**src/rtl/dmem_bus_ctrl.sv**
```systemverilog
// dmem_bus_ctrl: M-stage data-memory controller driving a ready-handshaked bus.
// Every bus access is bounded by TIMEOUT_CYCLES. A timed-out access raises bus_err.
// A timed-out read also returns ERR_RDATA.
// Optional macro DMEM_POSTED_WRITE_EN: writes are acked at once and drained from a
// one-entry posted-write buffer alongside the pipeline.
module dmem_bus_ctrl #(
  parameter int unsigned TIMEOUT_CYCLES = 64,
  parameter logic [31:0] ERR_RDATA      = 32'h0000_0000
) (
  input  logic        clk,
  input  logic        reset,
  input  logic        mem_read_M,
  input  logic        mem_write_M,
  input  logic [31:0] alu_out_M,
  input  logic [31:0] write_data_M,
  input  logic [3:0]  byte_en_M,
  input  logic        advance_M,
  output logic [31:0] read_data_M,
  output logic        data_mem_ack,
  output logic        bus_err,
  output logic        bus_req,
  output logic        bus_we,
  output logic [29:0] bus_addr,
  output logic [31:0] bus_wdata,
  output logic [3:0]  bus_be,
  input  logic [31:0] bus_rdata,
  input  logic        bus_ready
);

  localparam int unsigned CNT_W = 8;
  localparam logic [CNT_W-1:0] CNT_LAST = CNT_W'(TIMEOUT_CYCLES - 1);

  typedef enum logic [1:0] {
    IDLE = 2'd0,
    REQ  = 2'd1,
    DONE = 2'd2
  } state_t;

  state_t           state;
  logic [CNT_W-1:0] tmo_cnt;
  logic             req_present;
  logic             can_accept;
  logic             tmo_hit;
  logic             addr_lsb_unused;

  assign req_present     = mem_read_M | mem_write_M;
  assign tmo_hit         = (tmo_cnt == CNT_LAST);
  assign addr_lsb_unused = ^alu_out_M[1:0];

`ifdef DMEM_POSTED_WRITE_EN
  logic pw_busy;

  // New accesses wait in IDLE while a posted write is still on the bus
  assign can_accept = req_present & ~pw_busy;
`else
  assign can_accept = req_present;
`endif

  // Access FSM with registered bus and pipeline-facing outputs
  always_ff @(posedge clk or posedge reset) begin
    if (reset) begin
      state        <= IDLE;
      tmo_cnt      <= '0;
      read_data_M  <= '0;
      data_mem_ack <= 1'b0;
      bus_err      <= 1'b0;
      bus_req      <= 1'b0;
      bus_we       <= 1'b0;
      bus_addr     <= '0;
      bus_wdata    <= '0;
      bus_be       <= '0;
`ifdef DMEM_POSTED_WRITE_EN
      pw_busy      <= 1'b0;
`endif
    end else begin
      case (state)
        IDLE: begin
          data_mem_ack <= 1'b0;
          if (can_accept) begin
            // Write wins when both request lines are set
            bus_we    <= mem_write_M;
            bus_addr  <= alu_out_M[31:2];
            bus_wdata <= write_data_M;
            bus_be    <= mem_write_M ? byte_en_M : 4'hF;
            bus_err   <= 1'b0;
            bus_req   <= 1'b1;
            tmo_cnt   <= '0;
`ifdef DMEM_POSTED_WRITE_EN
            if (mem_write_M) begin
              pw_busy      <= 1'b1;
              data_mem_ack <= 1'b1;
              state        <= DONE;
            end else begin
              state <= REQ;
            end
`else
            state <= REQ;
`endif
          end
        end
        REQ: begin
          if (bus_ready) begin
            bus_req      <= 1'b0;
            data_mem_ack <= 1'b1;
            if (!bus_we) read_data_M <= bus_rdata;
            state        <= DONE;
          end else if (tmo_hit) begin
            bus_req      <= 1'b0;
            bus_err      <= 1'b1;
            data_mem_ack <= 1'b1;
            if (!bus_we) read_data_M <= ERR_RDATA;
            state        <= DONE;
          end else begin
            tmo_cnt <= CNT_W'(tmo_cnt + CNT_W'(1));
          end
        end
        DONE: begin
          // Held until the pipeline advances; the access is never re-issued
          if (advance_M) begin
            data_mem_ack <= 1'b0;
            state        <= IDLE;
          end
        end
        default: begin
          data_mem_ack <= 1'b0;
          bus_req      <= 1'b0;
          state        <= IDLE;
        end
      endcase
`ifdef DMEM_POSTED_WRITE_EN
      // Posted-write buffer drains independently of the pipeline handshake
      if (pw_busy) begin
        if (bus_ready) begin
          bus_req <= 1'b0;
          pw_busy <= 1'b0;
        end else if (tmo_hit) begin
          bus_req <= 1'b0;
          bus_err <= 1'b1;
          pw_busy <= 1'b0;
        end else begin
          tmo_cnt <= CNT_W'(tmo_cnt + CNT_W'(1));
        end
      end
`endif
    end
  end

endmodule

```
**config.mk**
```make
export PLATFORM = sky130hd
export DESIGN_NAME = dmem_bus_ctrl
export DESIGN_NICKNAME = d
export VERILOG_FILES = /design/src/rtl/dmem_bus_ctrl.sv
export SDC_FILE = /design/constraint.sdc
export NUM_CORES = 1
export LEC_CHECK = 0
export ABC_AREA = 1
export CORE_MARGIN = 1
export CORE_UTILIZATION = 38
export DETAILED_ROUTE_END_ITERATION = 6
export HOLD_SLACK_MARGIN = 0.12
export PLACE_DENSITY = 0.84
export SKIP_LAST_GASP = 1
export SLEW_MARGIN = 20
export SYNTH_ARGS = -nofsm -noshare
export SYNTH_HDL_FRONTEND = slang
export SYNTH_SLANG_ARGS = --single-unit
```
**constraint.sdc**
```tcl
create_clock -name clk -period 4 [get_ports clk]
set_input_delay 0.8 -clock clk [delete_from_list [all_inputs] [get_ports clk]]
set_output_delay 0.8 -clock clk [all_outputs]
set_load 0.005 [all_outputs]
```
; ---- Word-level counts from Yosys, hierarchy flattened
; Cells that the tools add are included.
[op_classes]
add_sub_neg = 1
multipliers = 0
n_bitwise = 2
mux = 25
div_mod_pow = 0
order_cmp = 0
shifts = 0
n_eq_ne = 11
reduce_logical = 10
[ops]
columns = op, n
row1 = $mux 32, 4
row2 = $mux 8, 3
row3 = $pmux 8 s2, 1
row4 = $ne 2x2->1 const B, 7
row5 = $reduce_and 4->1, 3
row6 = $add 8x1->8 const B, 1
row7 = $eq 8x6->1 const B, 1
row8 = $mux 1, 8
row9 = $mux 2, 4
row10 = $pmux 2 s3, 1
row11 = $reduce_and 3->1, 2
row12 = $mux 4, 1
row13 = $pmux 1 s2, 2
row14 = $reduce_and 2->1, 2
row15 = $reduce_bool 2->1, 2
row16 = $ne 3x3->1 const B, 1
row17 = $pmux 1 s3, 1
row18 = $eq 2x1->1 const B, 1
row19 = $eq 2x2->1 const B, 1
row20 = $logic_not 2->1, 1
row21 = $not 1->1, 1
row22 = $or 1x1->1, 1
[word_totals]
out_inout_bits = 102
latch_bits = 0
mem_count = 0
ramBits = 0
romBits = 0
input_bits = 106
register_bits = 112

; ---- Logic depth before layout (Yosys ltp)
; Gate-level depths: netlist of run 1.
[depth]
ltp_word = 4
ltp_mapped = 9

; ---- Worst setup path after synthesis of run 1
; No wires, ideal clock.
[synth_timing]
path_kind = input to register
startpoint = input bus_ready
endpoint = register read_data_M[6]
cell_stages = 7
setup_slack_ps = 2374
required_time_ps = 3883
setup_ps = 117
path_buffers = 2
t_arrival_ps = 1509
cell_sequence = clkbuf_1 -> nand2_1 -> nand2_2 -> nand2_2 -> buf_6 -> nand2_1 -> nand2_1
[synth_between]
elab_chain_len = 2
[synth_lines]
columns = element, line_no
row1 = start: declaration, 27  ; input logic bus_ready
row2 = $ne 2x2->1 (no line) or $reduce_bool 2->1 (tied branches), -
row3 = $reduce_and 4->1 (no line), -
row4 = end signal: assignment, 105  ; if (!bus_we) read_data_M <= bus_rdata;
row5 = end: declaration, 18  ; output logic [31:0] read_data_M,
; Several ways; a longest one is shown, not always the timed one.
; A chain may end at the register's enable or synchronous reset.

; ---- Worst setup path in the final report of run 1
[layout_timing]
startpoint = input mem_write_M
endpoint = register bus_be[0]
[layout_between]
elab_chain_len = 2
[layout_lines]
columns = element, line_no
row1 = start: declaration, 13  ; input logic mem_write_M,
row2 = $or 1x1->1, 46  ; assign req_present = mem_read_M | mem_write_M;
row3 = $reduce_and 2->1 (no line), -
row4 = end signal: assignment, 84  ; bus_be <= mem_write_M ? byte_en_M : 4'hF;
row5 = end: declaration, 25  ; output logic [3:0] bus_be,
; Several ways; a longest one is shown, not always the timed one.

==> impl_summary.md, run 1 <==
GRT
The total global routing overflow is 0. The maximum number of pins on one net before global-route repair is 90. The total routing usage reported by global routing is 0.2033.

The number of global-route vias before repair came to 4,267. The wire length of the first global-routing pass is 20,530 µm. The initial antenna violation count was 0.

Critical path
The launching element type of the critical path is an input port. The maximum fanout encountered on the critical timing path is 68. For flop-to-flop paths, the worst setup slack is 1.77 ns. The delay contributed by the slowest stage of the critical path is 0.71 ns. The kind of capture point of the worst setup path is a flop.

The cell at the slowest stage of the critical path is sky130_fd_sc_hd__clkinv_2. The worst reg2reg path depth is 4. Data arrives at the worst endpoint at 2.66 ns. The critical path goes through clkdlybuf4s50_1, o21ai_4, clkinv_2, o22a_1. The critical path start-end classification is input port to flop. The required time at the worst-slack endpoint is 4.22 ns.

Logic synthesis
The post-synthesis net count is 630. The share of the Yosys chip area taken by registers is 0.6122. The gate count after technology mapping is 523. By area the synthesized netlist is led by sky130_fd_sc_hd__dfrtp_1 (61%), sky130_fd_sc_hd__nand2_1 (24%), sky130_fd_sc_hd__nand4_1 (4.5%). The average cell area after synthesis is 8.754 µm². The number of distinct library cell variants in the gate-level netlist after synthesis is 25.

Summing every instance area after synthesis gives 0.004578 mm². The area share of the largest cell type after synthesis is 0.6122. Summed over all instances, the cell type with the most area after synthesis is sky130_fd_sc_hd__dfrtp_1. The count of state elements after synthesis is 112.

During synthesis, Yosys emitted a total of 0 warnings.

Placement
The global placer's final weighted congestion is 0.7933. The estimated wirelength of the detail-placed design is 8734 µm. In this run the cell area measured after placement is 0.006688 mm².

The number of port buffers is 205.

Die
For this configuration, the core starts out at a cell density of 0.3959. The core region is 0.01156 mm². From left edge to right edge, the die measures 111.8 µm. The row count is 39. The floorplan step defined a die boundary enclosing 0.01249 mm². The overall die height is 111.8 µm. In this run the count of I/O pins placed on the die edge is 208.

STA
For the pin with the worst max-slew slack, the measured transition is 0.9633 ns. Based on the critical path, the design can be clocked at up to 408.8 MHz. The final clock period utilization by the worst path is 0.6116. The final setup violation count is 0.

The worst slew margin relative to its limit is 0.3538. Hold timing on the final database bottoms out at a slack of 0.4728 ns. The number of max-slew violations in the final report came to 0. Summed over all failing endpoints, the final setup total negative slack is 0 ns. The shortest period the worst path allows is 2.446 ns. The clock skew is 0.007547 ns. The final number of hold-violating endpoints is 0. Setup repair after global routing left no endpoint under its margin.

Outcome
The final reports fail on DRC. The flow ran to the end, but the final reports show violations.

Routing
The sum of routed wire length over all layers is 12,380 µm. The count of vias placed by the detailed router is 4,139. In the routed design, unresolved DRC markers number 10.

Dividing the detail-routed wire length by the instance count gives 14.38 µm. After detailed routing, the number of vias per cell comes to 4.807. The number of antenna-violating nets in the routed design is 0.

The count of routing violations after the opening detailed-route iteration is 194. The pre-antenna-repair detailed-routing pass consisted of 7 iterations.

Clock tree
After clock tree synthesis, the clock-pin slew on the worst setup and hold paths is 0.07 ns. Gates resized during post-CTS repair numbered 0. TritonCTS built the clock tree.

In this run the clock root is driven by a sky130_fd_sc_hd__clkbuf_16. The maximum clock insertion buffer count is 2. The total CTS buffers is 9. After clock tree synthesis, the flow added hold-fix buffers numbering 0. The number of setup buffers added after CTS is 0. The clock net in this run drives a total of 112 sinks. The number of H-tree levels is 3. The later pin in the worst-skew pair is clocked with a latency of 0.34 ns.

Finish
The final layout contains 822 nets. After routing the design area is 0.006968 mm². The top cell types in the final layout, fill and taps aside, are sky130_fd_sc_hd__nand2_1 (288), sky130_fd_sc_hd__clkdlybuf4s50_1 (205), sky130_fd_sc_hd__dfrtp_1 (112), sky130_fd_sc_hd__nand4_1 (33), sky130_fd_sc_hd__inv_1 (12). The leading cell type in the layout, fill and taps excluded is sky130_fd_sc_hd__nand2_1.

The number of inserted diodes is 0. The final-layout fill cell count is 945. In the final layout, the share of cells above drive strength 1 is 0.04178. From synthesis to final layout, the design area changed by 52.20%.

Pwr
Across the VDD grid, the largest voltage drop is 0.3526 mV. The analysis attributes to cell leakage a power of 3.379 nW. The power per unit of standard cell area is 722.7 mW/mm².

Worst hold path
The path type of the worst min-delay path is flop to flop. Counting instances, the worst hold path has a depth of 2.

Job
Across the run, the number of max-cap violations was 0.
-- cell families after synthesis --
group | synth area share
AND/OR/NAND/NOR | 0.3118
flip-flops | 0.6122
buffers and inverters | 0.04755
AO/OA/AOI/OAI | 0.02569
adder cells (fa/ha/maj) | 0.002733
-- routing by layer --
| layer | global-route usage | vias to the layer above | wire length, µm |
|---|---|---|---|
| li1 | - | 2026 | - |
| met1 | 0.2391 | 1953 | 4908 |
| met2 | 0.3524 | 140 | 6382 |
| met3 | 0.04790 | 20 | 843 |
| met4 | 0.09279 | 0 | 247 |
| met5 | 0 | - | 0 |
-- final timing paths --
check,from,end
min in group asynchronous,reset,bus_addr[24]
min,read_data_M[11],read_data_M[11]
max,mem_write_M,bus_be[0]
max reg2reg,bus_we,read_data_M[14]
min reg2reg,read_data_M[11],read_data_M[11]
max in group asynchronous,reset,bus_wdata[6]
-- flip-flops by register name (all words and copies together) (netlist names) --
signal / cells
read_data_M: 32
bus_req: 1
bus_addr: 30
tmo_cnt: 8
bus_we: 1
bus_be: 4
bus_err: 1
state: 2
data_mem_ack: 1
bus_wdata: 32
-- cell type report --
| class | instances | area [µm²] | area share |
|---|---|---|---|
| inverter | 17 | 70.07 | 0.01006 |
| tap | 143 | 178.9 | 0.02568 |
| clock buffer | 10 | 229.0 | 0.03286 |
| multi-input combinational | 366 | 1558 | 0.2236 |
| clock inverter | 4 | 47.55 | 0.006823 |
| sequential | 112 | 2803 | 0.4022 |
| timing repair buffer | 209 | 2082 | 0.2988 |
-- synth_stat cells --
master	n
sky130_fd_sc_hd__o21bai_1	1
sky130_fd_sc_hd__inv_2	3
sky130_fd_sc_hd__o21ai_2	1
sky130_fd_sc_hd__buf_4	3
sky130_fd_sc_hd__buf_2	6
sky130_fd_sc_hd__buf_6	4
sky130_fd_sc_hd__a21oi_1	1
sky130_fd_sc_hd__o21ai_4	1
sky130_fd_sc_hd__dfrtp_1	112
sky130_fd_sc_hd__nand2_2	4
sky130_fd_sc_hd__or2_2	1
sky130_fd_sc_hd__nand3_2	1
sky130_fd_sc_hd__nand4_1	33
sky130_fd_sc_hd__ha_1	1
sky130_fd_sc_hd__clkbuf_1	15
sky130_fd_sc_hd__inv_1	13
sky130_fd_sc_hd__nand2_1	288
sky130_fd_sc_hd__nor3_1	1
sky130_fd_sc_hd__nor2_1	8
sky130_fd_sc_hd__o22a_1	4
sky130_fd_sc_hd__o21ai_0	9
sky130_fd_sc_hd__nand3b_1	1
sky130_fd_sc_hd__clkinv_1	1
sky130_fd_sc_hd__nor2_2	1
sky130_fd_sc_hd__nand3_1	10
-- critical path, delay by kind of cell --
kind | cells | cell delay, ns
buffers and inverters | 2 | 1.20
AO/OA/AOI/OAI | 2 | 0.65
-- metrics by stage --
step	setup WS, ns	total power [W]	util	instances
global route	1.412	0.005397	0.6025	861
floorplan	0.2410	0.002911	-	523
global placement	1.438	0.004098	0.5783	847
finish	1.554	0.005035	0.6025	861
CTS	1.736	0.005095	0.6022	861
detailed placement	1.398	0.004212	0.5783	847
-- power breakdown --
group,switching (W),internal (W)
Clock,0.000380,0.000477
Sequential,0.000287,0.00164
Combinational,0.00106,0.00119
Note: power is estimated with default switching activity, not from simulation.
==> inputs of run 2 (changes only) <==
clock period = 1.96 ns   (was 4 ns; I/O delays follow)
==> run 2 against run 1 <==
The flow still finishes with violations (DRC). Non-clock buffer count rose by 4. Core utilization grew 1.3 points. Clock-buffer cell count down 1. Sequential power increased by 100%. Clock power grew 140%. Global-route usage fell by 0.21 points. First-iteration DRC count grew 6.7%. Largest power group unchanged.
==> impl_summary.md, run 2 (synthesis gave the netlist of run 1 again) <==
Placement
The global placer's final weighted congestion was 0.7911 (-0.28%). The estimated wirelength of the detail-placed design came to 8707 µm (-0.31%). The number of port buffers was 205 (unchanged). The number of cells after detailed placement is 851 (+0.47%). The standard cell area after detailed placement is 0.006769 mm² (+1.2%). The minimum setup slack after placement was 0.08999 ns (-1.308 ns).

Finish
The final cell area excluding filler cells is 0.007119 mm² (+2.2%). The multi-input logic area is 0.001563 mm² (+0.32%). The total number of nets in the final design is 826 (+0.49%). Relative to the synthesized area, the layout overhead comes to 55.51%. The total area of sequential cells is 0.002803 mm² (unchanged).

The number of inserted diodes is 0 (unchanged). The library cell used most frequently in the layout, excluding fill and tap cells, is sky130_fd_sc_hd__nand2_1. The utilization after layout was 0.6156 (+0.01309). Leaving out fill and tap cells, the most frequent cells in the layout are sky130_fd_sc_hd__nand2_1 (288), sky130_fd_sc_hd__clkdlybuf4s50_1 (205), sky130_fd_sc_hd__dfrtp_1 (112), sky130_fd_sc_hd__nand4_1 (33), sky130_fd_sc_hd__inv_1 (12). The final-layout fill cell count is 956 (+1.2%). The layout cell share with drive strength beyond 1 is 0.05110 (+0.009322). In the final layout, the registers with the most flip-flops are bus_wdata: 32 flops, read_data_M: 32 flops, bus_addr: 30 flops. The final cell count without fillers is 867 (+0.70%).

Die
The core area is 0.01156 mm² (unchanged). The initial standard-cell utilization of the core is 0.3959 (unchanged). The total I/O pin count was 208 (unchanged). The floorplan die width is 111.8 µm (unchanged). The overall die height is 111.8 µm (unchanged). The row count is 39 (unchanged).

The die area is 0.01249 mm² (unchanged).

Clock tree
The TritonCTS clock tree is yes. The number of H-tree levels is 3 (unchanged). The clock-pin transition on the worst setup and hold timing paths is 0.07 ns (about the same). The clock network latency to the later pin of the worst-skew pair came to 0.35 ns (about the same).

The CTS sink count is 112 (unchanged). The total CTS buffers is 9 (unchanged). The maximum clock insertion buffer count was 2 (unchanged). The number of buffers added to fix hold violations after cts came to 0 (unchanged).

The root buffer cell chosen for the clock tree is sky130_fd_sc_hd__clkbuf_16.

Routing
The count of vias placed by the detailed router is 4,180 (+0.99%). The number of antenna-violating nets in the routed design is 0 (unchanged). The remaining routing DRC violations is 14 (+4). The mean routed wirelength per cell came to 13.98 µm (-2.8%). The count of routing violations after the opening detailed-route iteration was 207 (+6.7%). The average via count per standard cell was 4.821 (+0.29%). The sum of routed wire length over all layers is 12,120 µm (-2.1%).

The first-pass detailed-route iteration total is 7 (unchanged).

STA
The smallest setup slack after layout is 0.2818 ns (-1.272 ns). The slew at the pin closest to its max-slew limit is 0.3901 ns (-0.5732 ns). The shortest period the worst path allows is 1.678 ns.

The number of max-slew violations in the final report is 0 (unchanged). Of the available clock period, the critical path in the final layout requires 0.8562. The accumulated negative setup slack is 0 ns (unchanged). The final setup violation count is 0 (unchanged). The worst slew margin relative to its limit came to 0.7383 (+0.3845). The final number of hold-violating endpoints was 0 (unchanged).

Setup repair after global routing left no endpoint under its margin. The clock skew is 0.008086 ns (+0.0005383 ns). The fmax is 595.9 MHz.

Pwr
The clock share of power is 0.194 (+0.024). The sequential cell fraction of total power was 0.368 (-0.014). The logic gate share of total power is 0.438 (-0.009). The maximum VDD drop is 0.8444 mV (+140%). The internal power contribution came to 0.007122 W (+120%).

The leakage component of the power came to 3.452 nW (+2.1%). The switching power of the nets is 0.003601 W (+110%). The power per unit of standard cell area is 1506 mW/mm² (+110%).

The switching part of the total is 0.3358 (-0.007380).

Job
The number of maximum-capacitance violations is 0 (unchanged).

Critical path
The minimum setup slack among reg-to-reg paths is 0.28 ns (-1.49 ns). The worst setup path is launched from a flop. The critical path start-end classification is flop to flop. STA classifies the critical path endpoint as a flop. The data arrival time of the worst path is 1.91 ns (-0.75 ns).

The maximum fanout encountered on the critical timing path came to 32 (-53%). The required time at the worst-slack endpoint is 2.19 ns (-2.03 ns).

GRT
The initial antenna violation count is 0 (unchanged). The number of global-route vias before repair was 4,226 (-0.96%). The maximum number of pins on one net before global-route repair is 63 (-30%).

The wire length of the first global-routing pass was 20,030 µm (-2.5%). The total global routing overflow is 0 (unchanged). The total routing usage reported by global routing is 0.2013 (-0.002067).

Outcome
The final reports fail on DRC. The flow ran to the end, but the final reports show violations.

Worst hold path
The path type of the worst min-delay path is flop to flop.
==> run 2: cell types whose count changed in the layout (fill, tap and decap cells not counted), moves of 2 or more <==
cell	before	now
sky130_fd_sc_hd__buf_12	0	4
sky130_fd_sc_hd__clkinv_4	0	2
sky130_fd_sc_hd__clkinv_2	3	1
sky130_fd_sc_hd__bufinv_16	1	3
==> run 2: power by group through the flow <==
| stage | combinational, W | clock (W) | sequential [W] |
|---|---|---|---|
| 2_1_floorplan | 0.00195 | 0 | 0.00400 |
| 3_3_place_gp | 0.00460 | 0 | 0.00391 |
| 3_5_place_dp | 0.00474 | 0 | 0.00396 |
| 4_1_cts | 0.00476 | 0.00213 | 0.00395 |
| 5_1_grt | 0.00517 | 0.00223 | 0.00407 |
| 6_report | 0.00470 | 0.00208 | 0.00394 |
==> run 2: repair_timing <==
action                                  CTS  global route
hold endpoints to repair                  0             0
endpoints found under the setup margin    0            27
buffers inserted                          0             0
gates resized for setup                   0             1
==> run 2: worst max-delay path: stages, from the launching register on <==
cell	delay, ns
sky130_fd_sc_hd__dfrtp_1	0.42
sky130_fd_sc_hd__ha_1	0.26
sky130_fd_sc_hd__nand3_1	0.14
sky130_fd_sc_hd__inv_1	0.12
sky130_fd_sc_hd__nand3_2	0.11
sky130_fd_sc_hd__nand2_2	0.11
sky130_fd_sc_hd__nand2_4	0.20
sky130_fd_sc_hd__nand2_1	0.14
sky130_fd_sc_hd__nand2_1	0.07
==> run 2: final timing paths <==
kind                                 start               to  cells past startpoint
hold reg to reg            read_data_M[19]  read_data_M[19]                      2
setup reg to reg                tmo_cnt[0]   read_data_M[2]                      8
hold / removal             read_data_M[19]  read_data_M[19]                      2
max in group asynchronous            reset         state[0]                      3
setup / recovery                tmo_cnt[0]   read_data_M[2]                      8
min in group asynchronous            reset   read_data_M[7]                      3
==> run 2: stage by stage <==
stage               hold WS (ns)  power [W]
finish                    0.4723    0.01072
global route              0.4927    0.01147
CTS                       0.4758    0.01084
floorplan                 0.4650   0.005941
detailed placement        0.4585   0.008693
global placement          0.4523   0.008503
==> run 2: metal layers <==
metal | up-vias | GRT usage | share of wire
li1 | 2036 | - | -
met1 | 1945 | 0.2400 | 0.41
met2 | 179 | 0.3395 | 0.48
met3 | 20 | 0.05770 | 0.088
met4 | 0 | 0.08649 | 0.020
met5 | - | 0 | 0
==> run 2: layout make-up <==
class | instances | share of cell area
Timing Repair Buffer | 213 | 0.3037
Tap cell | 143 | 0.02513
Clock inverter | 7 | 0.01687
Sequential cell | 112 | 0.3937
Clock buffer | 9 | 0.03163
Inverter | 17 | 0.009490
Multi-Input combinational cell | 366 | 0.2195
